===== src/rtl/pipe_pkg.sv =====
// Shared types and MEM/WB field widths for the pipeline skid-buffer registers.
package pipe_pkg;

  typedef enum logic [1:0] {
    EMPTY = 2'd0,
    ONE   = 2'd1,
    FULL  = 2'd2
  } state_e;

  localparam int WB_CTRL_W  = 2;
  localparam int WORD_W     = 32;
  localparam int REG_ADDR_W = 5;
  localparam int MEMWB_W    = WB_CTRL_W + 2 * WORD_W + REG_ADDR_W;

  // Order: {RegWrite, MemtoReg, ReadData, ALUResult, RdAddr}
  function automatic logic [MEMWB_W-1:0] pack_memwb(
    input logic                  reg_write,
    input logic                  mem_to_reg,
    input logic [WORD_W-1:0]     read_data,
    input logic [WORD_W-1:0]     alu_result,
    input logic [REG_ADDR_W-1:0] rd_addr
  );
    return {reg_write, mem_to_reg, read_data, alu_result, rd_addr};
  endfunction

endpackage


===== src/rtl/pipe_skid_reg.sv =====
// Two-entry skid pipeline register: fully registered ready/valid handshake
// with flush (bubble insertion) and one-cycle latency.
module pipe_skid_reg
  import pipe_pkg::*;
#(
  parameter int DATA_W         = MEMWB_W,
  parameter bit CLEAR_ON_FLUSH = 1'b1
) (
  input  logic              clk_i,
  input  logic              rst_i,
  input  logic              flush_i,
  input  logic              in_valid_i,
  output logic              in_ready_o,
  input  logic [DATA_W-1:0] in_data_i,
  output logic              out_valid_o,
  input  logic              out_ready_i,
  output logic [DATA_W-1:0] out_data_o,
  output logic [1:0]        occupancy_o
);

  if (DATA_W < 1) begin : g_bad_width
    $error("pipe_skid_reg: DATA_W must be at least 1");
  end

  state_e            r_state;
  logic [DATA_W-1:0] r_main;
  logic [DATA_W-1:0] r_skid;
  logic              w_push;
  logic              w_pop;

  // Handshake outputs decode only from state (and reset), never from out_ready_i.
  assign in_ready_o  = (r_state != FULL) & ~rst_i;
  assign out_valid_o = (r_state != EMPTY) & ~rst_i;
  assign occupancy_o = rst_i ? 2'd0 : r_state;
  assign out_data_o  = r_main;

  assign w_push = in_valid_i & in_ready_o;
  assign w_pop  = out_valid_o & out_ready_i;

  always_ff @(posedge clk_i) begin
    if (rst_i) begin
      r_state <= EMPTY;
      r_main  <= '0;
      r_skid  <= '0;
    end else if (flush_i) begin
      r_state <= EMPTY;
      if (CLEAR_ON_FLUSH) begin
        r_main <= '0;
        r_skid <= '0;
      end
    end else begin
      unique case (r_state)
        EMPTY: begin
          if (w_push) begin
            r_main  <= in_data_i;
            r_state <= ONE;
          end
        end
        ONE: begin
          if (w_push && !w_pop) begin
            r_skid  <= in_data_i;
            r_state <= FULL;
          end else if (w_push && w_pop) begin
            r_main  <= in_data_i;
          end else if (w_pop) begin
            r_state <= EMPTY;
          end
        end
        FULL: begin
          // Skid entry is always younger than main, so it moves up on pop.
          if (w_pop) begin
            r_main  <= r_skid;
            r_state <= ONE;
          end
        end
        default: r_state <= EMPTY;
      endcase
    end
  end

endmodule


===== config.mk =====
export PLATFORM = sky130hd
export DESIGN_NAME = pipe_skid_reg
export DESIGN_NICKNAME = d
export VERILOG_FILES = /design/src/rtl/pipe_pkg.sv /design/src/rtl/pipe_skid_reg.sv
export SDC_FILE = /design/constraint.sdc
export NUM_CORES = 1
export LEC_CHECK = 0
export ABC_AREA = 1
export BUFFER_PORTS_ARGS = -buffer_cell sky130_fd_sc_hd__buf_2
export CORE_ASPECT_RATIO = 0.6
export CORE_UTILIZATION = 48
export DETAILED_ROUTE_END_ITERATION = 12
export GPL_TIMING_DRIVEN = 0
export PLACE_DENSITY = 0.84
export RECOVER_POWER = 50
export SLEW_MARGIN = 20
export SYNTH_ARGS = -nofsm -noshare
export SYNTH_HDL_FRONTEND = slang
export SYNTH_SLANG_ARGS = --single-unit

===== constraint.sdc =====
create_clock -name clk_i -period 1.35 [get_ports clk_i]
set_input_delay 0.135 -clock clk_i [delete_from_list [all_inputs] [get_ports clk_i]]
set_output_delay 0.135 -clock clk_i [all_outputs]
set_load 0.05 [all_outputs]

==> metrics, run 1 <==
status=finished with violations; failing checks=hold timing, setup timing; reg-to-reg critical path startpoint=r_state[1]; TritonCTS clock tree=yes; final antenna-violating net count=0; routability cong.=0.840; GR Overflow Total=0; worst hold slack=-0.0109 ns; Post-Syn Nets=slightly above 1,000; Rel. slew slack=a little under three fifths; Synth area leader=dfxtp_1; Lkg Pwr=approximately 4.8 nW; CP bufs+invs=4; largest net degree at the start of global routing=17; final cycle utilization of the critical path=118%; Synth top area share=between 40 and 50%; Reg clk slew, reported paths=roughly 0.060 ns; area of the multi-input gates=3570 um^2; synthesis warning total=0; IO buf count=~150; Cell Pwr Density=1060 nW/um^2; Synth Instances=between 900 and 1,000; final setup fails=~150; startpoint types=flip-flop; register area share after synthesis=a little under half; Setup WS pre-CTS=-0.426 ns; final WL=25,200 um; Hold Path Stages=3; DR vias/cell=between 5 and 6; worst clock skew=0.00817 ns; final setup margin=-0.237 ns; Critical Path RT=between 1.5 and 2 ns; Diodes inserted=0; final hold violations=1; fin crit period=1.59 ns; initial DRC count=739; clk sinks=~140; DIE WIDTH=150 um; initial antenna violation count=0; Synth area leaders=dfxtp_1, nor2_1, nand2_1, o21ai_0, a21oi_1; Final Max Tran Viols=0; RSZ-0062 raised after global routing=true; WS Path Type=reg2reg; router iterations before antenna repair=7; layout cells sized above 1=36.3%; CTS max path bufs=2; VDD IR max=approximately 1000 uV; first-pass GRT wire length=roughly 31,000 um; gr usage total=29.3%; Final Power=10.8 mW; FF-to-FF End=r_skid[39]; register area=between 2000 and 3000 um^2; cell family with most CP delay=buffers and inverters; r2r setup slk=-0.24 ns; die height=90.7 um; DRC=0; Max Freq=~630 MHz; Total Nets Final=approximately 1,300; area grow syn2layout=61.0%; clk_lat worst skew=between 0.4 and 0.5 ns; worst slew pin tran=around 0.67 ns; die area=13,600 um^2; fillers=between 700 and 800; via count=between 7,000 and 8,000; WP data arrival=1.90 ns; #FFs+latches synth=144; FP Rows=31; post-DR wirelength/cell=approximately 18 um; most common cell after layout, fill and taps aside=nand2_1; synthesized area per cell=roughly 6.6 um^2; max-cap viol count=0; worst path cell trace=inv_6, nand3_4, inv_4, nand3_4, clkbuf_16, clkbuf_16, nor2_2, nor2_1; CP max stage delay=about 0.38 ns; I/O pins=around 150; slowest stage cell, crit path=dfxtp_4; area of the core=about 12,000 um^2; hold_sp=in_data_i[70]; crit path capture type=flip-flop; most frequent cells in the layout=nand2_1, nor2_1, dfxtp_1; Post-Syn Area=6300 um^2; worst-case reg-to-reg path depth=8; Root Buffer=clkbuf_16; Initial Util=between 50% and 60%; Distinct cells, synth=19; Clock H-tree levels=4; hold crit path type=in2reg; detailed placer's ending HPWL=12,200 um; CTS buffer count=17; vias in the first global route=about 6,400; WHS Endpoint=r_skid[70]; worst-path fanout max=6
==> Yosys cell counts, drive strengths merged <==
library cell / count
nor2: 220
o21ai: 143
a21oi: 72
nand2: 221
clkbuf: 23
a21boi: 1
inv: 77
buf: 44
nand3: 5
dfxtp: 144
==> worst max path at each step <==
stage                     end       start  cells after the start  slack [ns]
2_1_floorplan      in_ready_o  r_state[0]                      5       -0.08
3_3_place_gp   out_data_o[51]  r_state[0]                      7       -0.40
3_5_place_dp   out_data_o[51]       rst_i                      6       -0.43
4_1_cts            in_ready_o  r_state[0]                      6       -0.11
5_1_grt            r_skid[39]  r_state[1]                      8       -0.25
6_report           r_skid[39]  r_state[1]                      8       -0.24
==> what timing repair did <==
| action | 4_1_cts | 5_1_grt |
|---|---|---|
| endpoints found under the setup margin | 147 | 146 |
| setup buffers | 14 | 5 |
| hold buffers | 65 | 0 |
| cloned | 1 | 19 |
| gates resized for setup | 144 | 303 |
| hold endpoints to repair | 65 | 0 |
| pin swaps | 35 | 112 |
==> where the power goes <==
group | switching [mW] | leakage (nW) | internal (mW)
Sequential | 0.0564 | 1.17 | 4.34
Clock | 1.88 | 0.283 | 2.80
Combinational | 1.05 | 3.35 | 0.620
==> sequential cells by signal, indices dropped and copies added, names as in the netlist <==
signal	count
out_data_o	71
r_skid	71
r_state	2
==> metal layers <==
metal | wire (um) | vias to the layer above | global-route usage, % | share of wire, %
met3 | 2310 | 107 | 5.25 | 9.2
met5 | 0 | - | 0 | 0
met1 | 10300 | 3599 | 39.9 | 41
li1 | - | 3529 | - | -
met2 | 11600 | 518 | 46.8 | 46
met4 | 930 | 0 | 9.43 | 3.7
==> kinds of logic (layout without fill, tap and decap cells) <==
| group | after synthesis | count (layout) | synth area share, % |
|---|---|---|---|
| and+or+nand+nor | 446 | 448 | 27.0 |
| AOI/OAI and AO/OA | 216 | 217 | 17.3 |
| buffers and inverters | 144 | 418 | 9.95 |
| DFF | 144 | 144 | 45.8 |
==> worst register-to-register path, stage by stage (launching register included) <==
cell,delay [ns]
dfxtp_4,0.38
inv_6,0.09
nand3_4,0.13
inv_4,0.12
nand3_4,0.15
clkbuf_16,0.22
clkbuf_16,0.17
nor2_2,0.13
nor2_1,0.08
==> area by class of cell <==
type / instances / share of cell area [%]
Multi-Input combinational cell: 665 / 35.2
Clock buffer: 21 / 4.54
Clock inverter: 9 / 1.09
Tap cell: 165 / 2.04
Inverter: 77 / 3.02
Timing Repair Buffer: 250 / 19.8
Buffer: 61 / 5.82
Sequential cell: 144 / 28.5
==> through the flow <==
step                cells  TNS (ns)  utilization (%)  instance area (um^2)
floorplan             950   -0.0818                -                  6300
global placement     1264    -36.08             58.4                  7250
detailed placement   1264    -40.05             58.4                  7250
CTS                  1374     -4.44             71.5                  8880
global route         1392    -17.78             81.7                 10100
finish               1392    -13.86             81.7                 10100
(Power assumes the default switching activity.)
==> inputs of run 2 (changes only) <==
--- a/config.mk
+++ b/config.mk
@@ -11,8 +11,9 @@
 export CORE_UTILIZATION = 48
 export DETAILED_ROUTE_END_ITERATION = 12
 export GPL_TIMING_DRIVEN = 0
-export PLACE_DENSITY = 0.84
+export PLACE_DENSITY = 0.76
 export RECOVER_POWER = 50
+export SKIP_LAST_GASP = 1
 export SLEW_MARGIN = 20
 export SYNTH_ARGS = -nofsm -noshare
 export SYNTH_HDL_FRONTEND = slang
==> run 2 against run 1 <==
Net effect: the run ends with setup timing left; worst hold slack gained 0.024 ns; non-clock buffer count shrank 13; sequential share of layout area rose by 2.1 points; count of clock-buffer cells in the layout is 1 lower; clock skew shrank 0.0014 ns; first-iteration DRC count shrank 34%; combinational power fell by 9%; utilization down 5.5 points; via count is 8.9% lower; maximum frequency grew 6.8%; clock power increased by 1%; critical endpoint is now r_skid[13]; largest cell class unchanged; highest routed layer unchanged.
==> metrics, run 2 (synthesis results as in run 1) <==
worst slew pin tran=0.551 ns (-0.116 ns); IO buf count=149 (unchanged); Diodes inserted=0 (unchanged); reg-to-reg critical path startpoint=r_state[1]; CTS max path bufs=2 (unchanged); initial antenna violation count=0 (unchanged); area of the core=12,400 um^2 (unchanged); detailed placer's ending HPWL=12,200 um (+0.24%); WP data arrival=1.79 ns (-0.11 ns); first-pass GRT wire length=30,100 um (-4.1%); gr usage total=28.2% (-1.1 points); post-DR wirelength/cell=14.9 um (-17%); FF-to-FF End=r_skid[13]; clock network fraction of total power=44.5% (+0.9 points); Initial Util=50.7% (unchanged); Critical Path RT=1.66 ns (about the same); final cycle utilization of the critical path=110% (-7.5 points); final antenna-violating net count=0 (unchanged); worst-case reg-to-reg path depth=8 (unchanged); worst-path fanout max=10 (+4); initial DRC count=490 (-34%); most common cell after layout, fill and taps aside=nand2_1; routability cong.=0.832 (-0.99%); sequential share of power=41.3% (+0.4 points); final setup fails=99 (-33%); die height=90.7 um (unchanged); Clock H-tree levels=4 (unchanged); fin crit period=1.49 ns (-0.101 ns); VDD IR max=845 uV (-19%); area grow syn2layout=50.2%; layout cells sized above 1=28.7% (-7.6 points); hold crit path type=in2reg; final hold violations=0 (-1); Total Nets Final=1,279 (-1.0%); Rel. slew slack=63.3% (+7.7 points); clk_lat worst skew=0.42 ns (about the same); I/O pins=151 (unchanged); Gate power share=14.2% (-1.3 points); net load switching power=2.91 mW (-2.6%); TritonCTS clock tree=yes; vias in the first global route=6,235 (-2.7%); max-cap viol count=0 (unchanged); CTS buffer count=17 (unchanged); Setup WS pre-CTS=-0.421 ns (+0.00456 ns); fillers=939 (+28%); die area=13,600 um^2 (unchanged); Lkg Pwr=4.59 nW (-4.3%); Layout Utilization=76.2% (-5.5 points); Cell Pwr Density=1130 nW/um^2 (+6.2%); startpoint types=flip-flop; Switching Fraction=27.3% (-0.46 points); RSZ-0062 raised after global routing=true; failing checks=setup timing; r2r setup slk=-0.14 ns (+0.10 ns); Max Freq=673 MHz (+6.8%); FP Rows=31 (unchanged); DIE WIDTH=150 um (unchanged); most frequent cells in the layout=nand2_1, nor2_1, dfxtp_1; GR Overflow Total=0 (unchanged); Reg clk slew, reported paths=0.06 ns (about the same); Final Power=10.7 mW (-0.92%); DR vias/cell=5.12 (-8.1%); crit path capture type=flip-flop; WS Path Type=reg2reg; internal power=7.74 mW (-0.28%); crit path from=r_state[1]; worst clock skew=0.00676 ns (-0.00141 ns); Root Buffer=clkbuf_16; final setup margin=-0.136 ns (+0.101 ns); CP endpoint=r_skid[13]; final WL=20,600 um (-18%); router iterations before antenna repair=4 (-3); status=finished with violations; via count=7,065 (-8.9%); Final Max Tran Viols=0 (unchanged); DRC=0 (unchanged); clk sinks=144 (unchanged); largest net degree at the start of global routing=17 (unchanged)
==> run 2: cell count changes in the layout (fill, tap and decap cells not counted), sizes merged <==
cell,previous run,this run
clkinv,6,3
clkbuf,91,77
inv,78,79
clkinvlp,0,5
==> run 2: worst min path at each step <==
| stage | startpoint | end | slack [ns] | cells past startpoint |
|---|---|---|---|---|
| global placement | in_data_i[70] | r_skid[70] | 0.38 | 3 |
| global route | in_data_i[67] | r_skid[67] | 0.02 | 3 |
| CTS | in_data_i[27] | r_skid[27] | 0.003 | 3 |
| detailed placement | in_data_i[64] | r_skid[64] | 0.38 | 3 |
| floorplan | in_data_i[10] | r_skid[10] | 0.27 | 2 |
| finish | in_data_i[33] | r_skid[33] | 0.01 | 3 |
==> run 2: area by class of cell <==
class	count	area [um^2]	area share [%]
clock inverter	12	134	1.42
tap	165	206	2.18
inverter	77	307	3.24
multi-input combinational	665	3230	34.1
sequential	144	2890	30.6
clock buffer	20	457	4.83
timing repair buffer	234	1680	17.7
buffer	64	564	5.96
==> run 2: power by group through the flow <==
stage | Clock, mW | Combinational, mW | Sequential (mW)
final | 4.74 | 1.52 | 4.40
after floorplan | 0 | 0.478 | 4.76
after CTS | 4.72 | 1.33 | 4.39
after global routing | 4.93 | 1.63 | 4.40
after global placement | 0 | 1.11 | 4.48
after detailed placement | 0 | 1.12 | 4.48
==> run 2: worst max-delay path, stage by stage (launching register included) <==
cell	delay, ns
dfxtp_4	0.38
inv_6	0.09
nand3_4	0.12
inv_4	0.11
nand3_4	0.14
buf_12	0.19
buf_12	0.14
nor2_2	0.13
nor2_1	0.07
==> run 2: per-layer routing <==
layer  share of wire [%]  GRT usage (%)  up-vias
li1                    -              -     3492
met1                  47           39.8     3243
met2                  45           44.0      296
met3                 6.3           5.35       34
met4                 1.5           6.99        0
met5                   0              0        -
==> run 2: stage by stage <==
step | TNS [ns] | hold WS (ns) | cells | area (um^2)
after floorplan | -0.0818 | 0.270 | 950 | 6300
after global placement | -38.61 | 0.378 | 1264 | 7250
after detailed placement | -41.22 | 0.381 | 1264 | 7250
after CTS | -6.57 | 0.00255 | 1369 | 8750
after global routing | -10.29 | 0.0180 | 1381 | 9460
final | -5.26 | 0.0133 | 1381 | 9460
==> run 2: timing repair <==
action | CTS | global route
hold endpoints to repair | 65 | 0
pin swaps | 4 | 18
gates cloned | 1 | 6
hold buffers | 65 | 0
gates resized for setup | 68 | 196
buffers inserted | 9 | 7
setup endpoints to repair | 147 | 145
